File: config.mk
export PLATFORM = sky130hd
export DESIGN_NAME = multicycle_core
export DESIGN_NICKNAME = d
export VERILOG_FILES = /design/src/rtl/mc_pkg.sv /design/src/rtl/mc_regfile.sv /design/src/rtl/multicycle_core.sv
export SDC_FILE = /design/constraint.sdc
export NUM_CORES = 2
export LEC_CHECK = 0
export CAP_MARGIN = 20
export CORE_UTILIZATION = 38
export DETAILED_ROUTE_END_ITERATION = 12
export GPL_ROUTABILITY_DRIVEN = 0
export HOLD_SLACK_MARGIN = 0.12
export PLACE_DENSITY = 0.59
export SLEW_MARGIN = 0
export SYNTH_ARGS = -nofsm -noshare
export SYNTH_HDL_FRONTEND = slang
export SYNTH_SLANG_ARGS = --single-unit
File: constraint.sdc
create_clock -name i_clk -period 4.4 [get_ports i_clk]
set_input_delay 0.88 -clock i_clk [delete_from_list [all_inputs] [get_ports i_clk]]
set_output_delay 0.88 -clock i_clk [all_outputs]
set_load 0.1 [all_outputs]
File: src/rtl/mc_pkg.sv
// mc_pkg: instruction encodings, FSM state encoding and ALU operations shared
// by the multicycle core and its register file.
package mc_pkg;

  localparam logic [5:0] OP_RTYPE = 6'h00;
  localparam logic [5:0] OP_BEQ   = 6'h04;
  localparam logic [5:0] OP_ADDI  = 6'h08;
  localparam logic [5:0] OP_LW    = 6'h23;
  localparam logic [5:0] OP_SW    = 6'h2B;

  localparam logic [5:0] FN_ADD = 6'h20;
  localparam logic [5:0] FN_SUB = 6'h22;
  localparam logic [5:0] FN_AND = 6'h24;
  localparam logic [5:0] FN_OR  = 6'h25;
  localparam logic [5:0] FN_SLT = 6'h2A;

  typedef logic [2:0] state_t;
  localparam state_t ST_FETCH  = 3'd0;
  localparam state_t ST_DECODE = 3'd1;
  localparam state_t ST_EXEC   = 3'd2;
  localparam state_t ST_MEM    = 3'd3;
  localparam state_t ST_WB     = 3'd4;
  localparam state_t ST_TRAP   = 3'd5;

  typedef enum logic [2:0] {
    ALU_ADD,
    ALU_SUB,
    ALU_AND,
    ALU_OR,
    ALU_SLT
  } alu_op_e;

  function automatic logic funct_legal(input logic [5:0] fn);
    return fn inside {FN_ADD, FN_SUB, FN_AND, FN_OR, FN_SLT};
  endfunction

endpackage

File: src/rtl/mc_regfile.sv
// mc_regfile: REG_N x DATA_W register file, two combinational read ports and
// one synchronous write port; index 0 and indices >= REG_N read 0, writes dropped.
module mc_regfile
  import mc_pkg::*;
#(
  parameter int DATA_W = 32,
  parameter int REG_N  = 32
) (
  input  logic              i_clk,
  input  logic              i_reset,
  input  logic [4:0]        i_ra,
  input  logic [4:0]        i_rb,
  output logic [DATA_W-1:0] o_rd_a,
  output logic [DATA_W-1:0] o_rd_b,
  input  logic              i_we,
  input  logic [4:0]        i_wa,
  input  logic [DATA_W-1:0] i_wd
);
  localparam int         AW      = $clog2(REG_N);
  localparam logic [5:0] REG_LIM = 6'(REG_N);

  logic [DATA_W-1:0] r_regs [REG_N];
  logic              w_ra_ok, w_rb_ok, w_wa_ok;

  assign w_ra_ok = (i_ra != 5'd0) && ({1'b0, i_ra} < REG_LIM);
  assign w_rb_ok = (i_rb != 5'd0) && ({1'b0, i_rb} < REG_LIM);
  assign w_wa_ok = (i_wa != 5'd0) && ({1'b0, i_wa} < REG_LIM);

  assign o_rd_a = w_ra_ok ? r_regs[i_ra[AW-1:0]] : '0;
  assign o_rd_b = w_rb_ok ? r_regs[i_rb[AW-1:0]] : '0;

  always_ff @(posedge i_clk) begin
    if (i_reset) begin
      for (int i = 0; i < REG_N; i++) r_regs[i] <= '0;
    end else if (i_we && w_wa_ok) begin
      r_regs[i_wa[AW-1:0]] <= i_wd;
    end
  end

endmodule

File: src/rtl/multicycle_core.sv
// multicycle_core: FETCH/DECODE/EXEC/MEM/WB core for lw/sw/addi/beq/add/sub/and/or/slt
// over a req/ack memory port. Define MC_RETIRE_CNT_EN to build the retired-instruction counter.
module multicycle_core
  import mc_pkg::*;
#(
  parameter int                DATA_W   = 32,
  parameter int                REG_N    = 32,
  parameter logic [DATA_W-1:0] RESET_PC = '0
) (
  input  logic              i_clk,
  input  logic              reset,
  output logic              o_mem_req,
  output logic              o_mem_we,
  output logic [DATA_W-1:0] o_mem_addr,
  output logic [DATA_W-1:0] o_mem_wdata,
  input  logic [DATA_W-1:0] i_mem_rdata,
  input  logic              i_mem_ack,
  output logic [DATA_W-1:0] o_pc,
  output logic              o_retire,
  output logic              o_trap,
  output logic [31:0]       o_retired_cnt
);
  // state  | meaning
  // FETCH  | read instruction at PC; on ack latch IR, PC += 4
  // DECODE | read rs/rt, latch branch target, reject illegal encodings
  // EXEC   | ALU / address compute; beq resolves and retires here
  // MEM    | lw read or sw write, held until ack
  // WB     | register write-back and retire
  // TRAP   | illegal instruction; idle until reset

  localparam logic [DATA_W-1:0] PC_STEP = DATA_W'(4);

  state_t            r_state;
  logic [DATA_W-1:0] r_pc, r_a, r_b, r_target, r_alu, r_mdr;
  logic [31:0]       r_ir;

  logic [5:0]        w_op, w_fn;
  logic [4:0]        w_rs, w_rt, w_rd, w_wb_addr;
  logic [DATA_W-1:0] w_simm, w_rd_a, w_rd_b, w_opb, w_alu, w_wb_data;
  logic              w_legal, w_is_mem, w_wb_en;
  alu_op_e           w_alu_op;

  assign w_op   = r_ir[31:26];
  assign w_rs   = r_ir[25:21];
  assign w_rt   = r_ir[20:16];
  assign w_rd   = r_ir[15:11];
  assign w_fn   = r_ir[5:0];
  assign w_simm = {{(DATA_W-16){r_ir[15]}}, r_ir[15:0]};

  assign w_legal  = (w_op == OP_RTYPE) ? funct_legal(w_fn)
                                       : (w_op inside {OP_LW, OP_SW, OP_ADDI, OP_BEQ});
  assign w_is_mem = (w_op == OP_LW) || (w_op == OP_SW);

  always_comb begin
    w_alu_op = ALU_ADD;
    if (w_op == OP_RTYPE) begin
      case (w_fn)
        FN_SUB:  w_alu_op = ALU_SUB;
        FN_AND:  w_alu_op = ALU_AND;
        FN_OR:   w_alu_op = ALU_OR;
        FN_SLT:  w_alu_op = ALU_SLT;
        default: w_alu_op = ALU_ADD;
      endcase
    end
  end

  assign w_opb = (w_op == OP_RTYPE) ? r_b : w_simm;

  always_comb begin
    w_alu = r_a + w_opb;
    case (w_alu_op)
      ALU_SUB: w_alu = r_a - w_opb;
      ALU_AND: w_alu = r_a & w_opb;
      ALU_OR:  w_alu = r_a | w_opb;
      ALU_SLT: w_alu = {{(DATA_W-1){1'b0}}, ($signed(r_a) < $signed(w_opb))};
      default: w_alu = r_a + w_opb;
    endcase
  end

  assign w_wb_en   = (r_state == ST_WB);
  assign w_wb_addr = (w_op == OP_RTYPE) ? w_rd : w_rt;
  assign w_wb_data = (w_op == OP_LW) ? r_mdr : r_alu;

  mc_regfile #(.DATA_W(DATA_W), .REG_N(REG_N)) u_regfile (
    .i_clk   (i_clk),
    .i_reset (reset),
    .i_ra    (w_rs),
    .i_rb    (w_rt),
    .o_rd_a  (w_rd_a),
    .o_rd_b  (w_rd_b),
    .i_we    (w_wb_en),
    .i_wa    (w_wb_addr),
    .i_wd    (w_wb_data)
  );

  // Request fields come straight from registers that only move on ack, so they hold while waiting.
  assign o_mem_req   = !reset && ((r_state == ST_FETCH) || (r_state == ST_MEM));
  assign o_mem_we    = o_mem_req && (r_state == ST_MEM) && (w_op == OP_SW);
  assign o_mem_addr  = (r_state == ST_MEM) ? r_alu : r_pc;
  assign o_mem_wdata = r_b;
  assign o_pc        = reset ? RESET_PC : r_pc;
  assign o_trap      = !reset && (r_state == ST_TRAP);
  assign o_retire    = !reset && ((r_state == ST_WB)
                    || ((r_state == ST_EXEC) && (w_op == OP_BEQ))
                    || ((r_state == ST_MEM) && (w_op == OP_SW) && i_mem_ack));

  always_ff @(posedge i_clk) begin
    if (reset) begin
      r_state  <= ST_FETCH;
      r_pc     <= RESET_PC;
      r_ir     <= '0;
      r_a      <= '0;
      r_b      <= '0;
      r_target <= '0;
      r_alu    <= '0;
      r_mdr    <= '0;
    end else begin
      case (r_state)
        ST_FETCH: if (i_mem_ack) begin
          r_ir    <= i_mem_rdata[31:0];
          r_pc    <= r_pc + PC_STEP;
          r_state <= ST_DECODE;
        end
        ST_DECODE: begin
          r_a      <= w_rd_a;
          r_b      <= w_rd_b;
          r_target <= r_pc + (w_simm << 2);
          r_state  <= w_legal ? ST_EXEC : ST_TRAP;
        end
        ST_EXEC: begin
          r_alu <= w_alu;
          if (w_op == OP_BEQ) begin
            if (r_a == r_b) r_pc <= r_target;
            r_state <= ST_FETCH;
          end else begin
            r_state <= w_is_mem ? ST_MEM : ST_WB;
          end
        end
        ST_MEM: if (i_mem_ack) begin
          r_mdr   <= i_mem_rdata;
          r_state <= (w_op == OP_SW) ? ST_FETCH : ST_WB;
        end
        ST_WB:   r_state <= ST_FETCH;
        default: r_state <= ST_TRAP;
      endcase
    end
  end

`ifdef MC_RETIRE_CNT_EN
  logic [31:0] r_retired_cnt;

  always_ff @(posedge i_clk) begin
    if (reset)         r_retired_cnt <= '0;
    else if (o_retire) r_retired_cnt <= r_retired_cnt + 32'd1;
  end

  assign o_retired_cnt = reset ? '0 : r_retired_cnt;
`else
  assign o_retired_cnt = '0;
`endif

endmodule

After elaboration in Yosys (flattened, before gate mapping) --
Memory sizes are Yosys's and may differ from the RTL's. A register that Yosys moved wholly into a read port is not among the register bits. Index checks and enable logic that the tools add are counted.
Storage, ports and cells: input port bits 35, register bits 227, memories kept 1, memory bits (writable) 1024
Operators by class: equality and inequality tests 23, $lt $le $gt $ge 1, add/sub/neg operators 4, reductions and logical operators 27, muxes and demuxes 34, bitwise gates (word level) 2
Memories:
- u_regfile.r_regs | depth 32, width 32, read ports 2, clocked after Yosys merged registers in 2, write ports 32, line mc_regfile.sv:22 | logic [DATA_W-1:0] r_regs [REG_N];
Operator list (number):
- 32-bit 2-to-1 mux | 10
- 32-bit one-hot mux with 4 select lines | 1
- 32-bit adder | 2
- 32-bit one-hot mux with 2 select lines | 1
- 6-bit equality test, second input constant | 7
- 32-bit by 3-bit adder with 32-bit output, second input constant | 1
- 32-bit AND | 1
- 32-bit equality test | 1
- 32-bit < comparator | 1
- 32-bit bitwise OR | 1
- 32-bit OR reduction | 1
- 32-bit subtractor | 1
- 5-bit 2-to-1 mux | 6
- 3-bit 2-to-1 mux | 7
- 5-bit nonzero test | 4
- 3-bit one-hot mux with 5 select lines | 1
- 3-bit by 2-bit equality test with 1-bit output, second input constant | 4
- 3-bit one-hot mux with 4 select lines | 1
- 3-bit equality test, second input constant | 3
- 1-bit logical AND | 9
- 1-bit 2-to-1 mux | 7
- 3-bit by 1-bit equality test with 1-bit output, second input constant | 2
- 6-bit by 3-bit equality test with 1-bit output, second input constant | 1
- 6-bit by 4-bit equality test with 1-bit output, second input constant | 1
- 10 further kinds | 17

Logic depth before layout (Yosys ltp) --
word-level depth 9, gate-level depth with buffers 20, gate-level depth less buffers 18

Modules after synthesis --
From an unflattened synthesis, not the netlist that was laid out.
Unflattened totals: cells, all modules 5826, area, all modules 71050.6 sq um
Modules (own cells, without submodules):
- mc_regfile | cells an instance 3502, instances 1, sequential area each 30749.5 sq um, area each 54252.0 sq um
- multicycle_core | cells an instance 2324, instances 1, sequential area each 4544.4 sq um, area each 16798.6 sq um

Worst setup path before layout --
OpenSTA, ideal clock, no wires.
kind register to register, from register r_ir[31], to register r_alu[31], path buffers 3, arrival time 4512 ps, period minus slack after synthesis 4646 ps, path slack -246 ps, stages on the path, launching flop included 20, required time 4267 ps, cell sequence dfxtp_1 or3_4 nor4_1 buf_2 buf_2 buf_1 nand2_1 o21ai_0 inv_1 ha_1 o21bai_1 o211ai_1 a211oi_2 a32o_1 a21oi_2 o221a_2 or4b_4 and3_1 o31ai_1 o211ai_1
On the way: longest elaborated chain between the ends 4, elaborated cells on any way between the ends 12, classes of those cells add/sub: 2; eq/ne: 4; mux: 3; bitwise: 2; reduce/logical: 1
Ends and longest elaborated chain:
- start: declaration | line multicycle_core.sv:35 | logic [31:0] r_ir;
- start signal: assignment | line multicycle_core.sv:120 | r_ir <= i_mem_rdata[31:0];
- 6-bit logical NOT (*) | line multicycle_core.sv:56, multicycle_core.sv:67
- 32-bit 2-to-1 mux or 3-bit 2-to-1 mux (tied branches) | line multicycle_core.sv:67, multicycle_core.sv:56
- 32-bit adder, or another cell as far along | line multicycle_core.sv:76 | default: w_alu = r_a + w_opb;
- 32-bit one-hot mux with 4 select lines (*) | line multicycle_core.sv:71 | case (w_alu_op)
- end signal: assignment | line multicycle_core.sv:131 | r_alu <= w_alu;
- end: declaration | line multicycle_core.sv:34 | logic [DATA_W-1:0] r_pc, r_a, r_b, r_target, r_alu, r_mdr;
Every way passes the cells marked *; elsewhere a longest branch is shown, timed or not. A chain may end at the register's enable or synchronous reset.

Final worst setup path --
from register r_ir[31], to register r_alu[27]
The elaborated chain is that of the path after synthesis.

==> impl_metrics.prom <==
# TYPE chip_impl_metric gauge
chip_impl_info{name="timing.critical_path.to_type",value="flip-flop"} 1
chip_impl_info{name="netlist_top_cells_count",value="1,271 x sky130_fd_sc_hd__nor2_1, 1,024 x sky130_fd_sc_hd__edfxtp_1, 640 x sky130_fd_sc_hd__mux4_2"} 1
chip_impl_metric{name="worst_clock_skew",unit="ns"} 0.0300
chip_impl_info{name="synth_top_cell_by_area",value="sky130_fd_sc_hd__edfxtp_1"} 1
chip_impl_metric{name="post_synth_instance_area",unit="sq um"} 68300
chip_impl_metric{name="grt_start_max_net_pins",unit=""} 127
chip_impl_metric{name="final_nets",unit=""} 5717
chip_impl_metric{name="post-dp-hpwl",unit="microns"} 150000
chip_impl_metric{name="cap_violations",unit=""} 0
chip_impl_metric{name="cts-buffers-inserted",unit=""} 138
chip_impl_metric{name="placeableCoreArea",unit="sq um"} 178000
chip_impl_metric{name="synth_edf_count",unit=""} 1024
chip_impl_metric{name="timing.final.max_slew_violations",unit=""} 0
chip_impl_metric{name="worst_ep_required_time",unit="ns"} 5.10
chip_impl_metric{name="maxClockFrequency",unit="MHz"} 228
chip_impl_metric{name="gr_util_all_layers",unit="%"} 25.9
chip_impl_metric{name="multiplexer_area_fraction_after_synthesis",unit="%"} 23.2
chip_impl_metric{name="clkTransAtPathRegs",unit="ns"} 0.07
chip_impl_metric{name="pre_cts_slack",unit="ns"} 0.00901
chip_impl_metric{name="worst_hold_slack",unit="ns"} 0.439
chip_impl_metric{name="drt_first_iter_violations",unit=""} 6443
chip_impl_metric{name="power_density",unit="nW/um^2"} 436
chip_impl_metric{name="internal_power",unit="mW"} 23.3
chip_impl_metric{name="detail_route.vias_per_cell",unit=""} 6.14
chip_impl_info{name="synth-main-ff-cell",value="sky130_fd_sc_hd__edfxtp_1"} 1
chip_impl_metric{name="fillers",unit=""} 16000
chip_impl_info{name="post-synth-top-count-cell",value="sky130_fd_sc_hd__nor2_1"} 1
chip_impl_metric{name="start_util",unit="%"} 38.3
chip_impl_metric{name="synthAdderAreaFrac",unit="%"} 2.41
chip_impl_metric{name="syn_inst",unit=""} 5487
chip_impl_metric{name="detail_route.first_pass.iterations",unit=""} 6
chip_impl_info{name="yosys-top-cells-area",value="sky130_fd_sc_hd__edfxtp_1 45%, sky130_fd_sc_hd__mux4_2 21%, sky130_fd_sc_hd__nor2_1 7.0%"} 1
chip_impl_metric{name="setup_violations",unit=""} 0
chip_impl_metric{name="vias",unit=""} 49200
chip_impl_metric{name="p_clk_share",unit="%"} 33.8
chip_impl_metric{name="tightestPinTransition",unit="ns"} 1.20
chip_impl_metric{name="proportion_of_synthesized_chip_area_in_sequential_cells",unit="%"} 52.0
chip_impl_metric{name="synthXorXnorAreaFrac",unit="%"} 1.00
chip_impl_metric{name="p_sw_share",unit="%"} 32.0
chip_impl_info{name="unrepaired_setup_endpoints_after_global_routing",value="true"} 1
chip_impl_info{name="main_combinational_cell_family_by_area_after_synthesis",value="multiplexers"} 1
chip_impl_metric{name="wl_per_instance",unit="microns"} 29.7
chip_impl_info{name="worst-setup-path-type",value="flip-flop to flip-flop"} 1
chip_impl_metric{name="final_area",unit="sq um"} 78500
chip_impl_info{name="crit_chain",value="or3_4, nor4_4, buf_6, nand2_1, o21ai_1, inv_1, ha_1, o21bai_2, o211ai_1, a211oi_2, a32o_2, a21oi_2, o221a_4, o31ai_1, nand3_1, and3_1, a211o_1"} 1
chip_impl_metric{name="timing.final.hold_violations",unit=""} 0
chip_impl_metric{name="portBuffers",unit=""} 134
chip_impl_metric{name="first_pass_grt_wire_length",unit="microns"} 340000
chip_impl_metric{name="io_pins",unit=""} 167
chip_impl_info{name="slowest_stage",value="sky130_fd_sc_hd__o31ai_1"} 1
chip_impl_metric{name="pwr-share-seq",unit="%"} 41.2
chip_impl_metric{name="critical_path.max_stage_delay",unit="ns"} 0.44
chip_impl_metric{name="power.net_switching",unit="mW"} 11.0
chip_impl_metric{name="drtAntennaViolNets",unit=""} 0
chip_impl_metric{name="clk-insertion-delay-late",unit="ns"} 0.81
chip_impl_metric{name="synth.ff_latch_count",unit=""} 1261
chip_impl_metric{name="power.static_leakage",unit="nW"} 25.9
chip_impl_metric{name="synth-compound-area-share",unit="%"} 6.28
chip_impl_metric{name="crit_fanout",unit=""} 7
chip_impl_metric{name="crit_arrival",unit="ns"} 5.08
chip_impl_metric{name="synth.distinct_cells",unit=""} 88
chip_impl_metric{name="timing.slew.headroom",unit="%"} 19.7
chip_impl_info{name="outcome",value="completed"} 1
chip_impl_metric{name="synth_top_area_share",unit="%"} 45.0
chip_impl_metric{name="layout.core_utilization",unit="%"} 44.0
chip_impl_metric{name="ff2ff_setup_slack",unit="ns"} 0.02
chip_impl_metric{name="die_width",unit="microns"} 426
chip_impl_metric{name="clock-sinks",unit=""} 1261
chip_impl_info{name="critPathLaunchType",value="flip-flop"} 1
chip_impl_info{name="tritoncts",value="done"} 1
chip_impl_metric{name="combPwrFrac",unit="%"} 25.0
chip_impl_metric{name="syn-mean-instance-area",unit="sq um"} 12.4
chip_impl_metric{name="cts_buffer_depth",unit=""} 3
chip_impl_metric{name="final.period_utilization",unit="%"} 99.5
chip_impl_metric{name="fin_crit",unit="ns"} 4.38
chip_impl_metric{name="grt.overflow.total",unit=""} 0
chip_impl_metric{name="antenna_found_initial",unit=""} 2
chip_impl_metric{name="vdd_drop_max",unit="V"} 0.000340
chip_impl_metric{name="synth_async_sr_flop_share",unit="%"} 0
chip_impl_metric{name="post_dp_cell_area",unit="sq um"} 73600
chip_impl_metric{name="drc",unit=""} 0
chip_impl_metric{name="yosys.area_share.simple",unit="%"} 11.5
chip_impl_info{name="cts-root-buf",value="sky130_fd_sc_hd__clkbuf_16"} 1
chip_impl_info{name="hold_class",value="input pin to flip-flop"} 1
chip_impl_metric{name="syn2layout_area_growth",unit="%"} 15.0
chip_impl_metric{name="post-route-worst-setup-slack",unit="ns"} 0.0235
chip_impl_metric{name="synth.yosys.warnings",unit=""} 0
chip_impl_metric{name="cts_hold_buffers",unit=""} 0
chip_impl_metric{name="totalWireLength",unit="microns"} 238000
chip_impl_metric{name="drive_gt1_share",unit="%"} 23.7
chip_impl_metric{name="total_neg_setup_slack",unit="ns"} 0
chip_impl_metric{name="clock_tree.htree_level_count",unit=""} 4
chip_impl_metric{name="dieHeight",unit="microns"} 426
chip_impl_metric{name="dieArea",unit="sq um"} 181000
chip_impl_metric{name="vias_in_the_first_global_route",unit=""} 47800
chip_impl_metric{name="std_cell_rows",unit=""} 155
-- state kept, by name (all words and copies together), names as in the netlist, named ones only --
name and cells:
u_regfile.r_regs 1024, o_mem_wdata 32, r_a 32, r_alu 32, r_ir 32, r_mdr 32, r_pc 32, r_target 32
r_state 3
-- stage by stage --
stage | instances | total power, mW
CTS | 7997 | 34.0
floorplan | 5550 | 19.5
finish | 8015 | 34.3
detailed placement | 7748 | 22.5
global route | 8014 | 35.3
global placement | 7743 | 22.4
-- per-layer routing --
metal | GRT usage, % | vias up | share of wire (%)
li1 | - | 20500 | -
met1 | 33.2 | 25100 | 37
met2 | 42.7 | 3055 | 48
met3 | 4.91 | 557 | 9.8
met4 | 11.5 | 0 | 4.8
met5 | 0 | - | 0
-- power groups by stage --
| stage | registers (mW) | logic (mW) | clock network [mW] |
|---|---|---|---|
| after global placement | 14.3 | 8.09 | 0 |
| final | 14.1 | 8.56 | 11.6 |
| after global routing | 14.2 | 8.97 | 12.1 |
| after detailed placement | 14.4 | 8.15 | 0 |
| after floorplan | 14.1 | 5.40 | 0 |
| after CTS | 14.1 | 8.21 | 11.7 |
-- final cells by class --
cell class | count | area (sq um) | area share, %
well taps | 2355 | 2950 | 3.75
diodes | 1 | 2.50 | 0.00319
repair buffers | 380 | 3950 | 5.03
clock buffers | 172 | 3620 | 4.61
multi-input cells | 3659 | 31300 | 39.8
clock inverters | 75 | 800 | 1.02
inverters | 112 | 420 | 0.535
flip-flops and latches | 1261 | 35500 | 45.2
-- what timing repair did --
item                       in CTS  in global routing
pin swaps                       2                  5
setup endpoints to repair       3                 12
gates resized for setup         2                 22
setup buffers                   2                  0
-- logic make-up (layout without fill, tap and decap cells) --
logic type,Yosys count,count (layout)
simple gates,1921,1921
flops,1261,1261
mux,779,779
compound gates,687,687
buf+inv,630,739
fa+ha+maj,130,130
xor+xnor,78,78
other cells,1,65
-- worst paths after layout --
path,from,end,cells past startpoint
min,reset,r_a[25]$_SDFFE_PP0N_,2
max reg2reg,r_ir[31]$_SDFFE_PP0P_,r_alu[27]$_SDFFE_PP0P_,17
min reg2reg,r_target[28]$_SDFFE_PP0N_,r_target[28]$_SDFFE_PP0N_,2
max,r_ir[31]$_SDFFE_PP0P_,r_alu[27]$_SDFFE_PP0P_,17
-- worst max-delay path, delay by kind of cell, from the launching register on --
family          cells  cell delay, ns
compound gates      9            2.18
fa+ha+maj           1            0.36
buf+inv             2            0.33
flops               1            0.33
simple gates        5            1.08
-- layout by cell type (no fill, tap or decap), types with 74 or more instances in the layout --
cell	count
sky130_fd_sc_hd__dfxtp_1	226
sky130_fd_sc_hd__mux2i_1	74
sky130_fd_sc_hd__mux4_2	640
sky130_fd_sc_hd__ha_1	126
sky130_fd_sc_hd__clkbuf_16	138
sky130_fd_sc_hd__nand2_1	333
sky130_fd_sc_hd__inv_1	110
sky130_fd_sc_hd__o21ai_0	120
sky130_fd_sc_hd__a21oi_1	283
sky130_fd_sc_hd__edfxtp_1	1024
sky130_fd_sc_hd__nor2_1	1268
sky130_fd_sc_hd__buf_4	241
No activity file was read; power rests on OpenSTA's default activity.
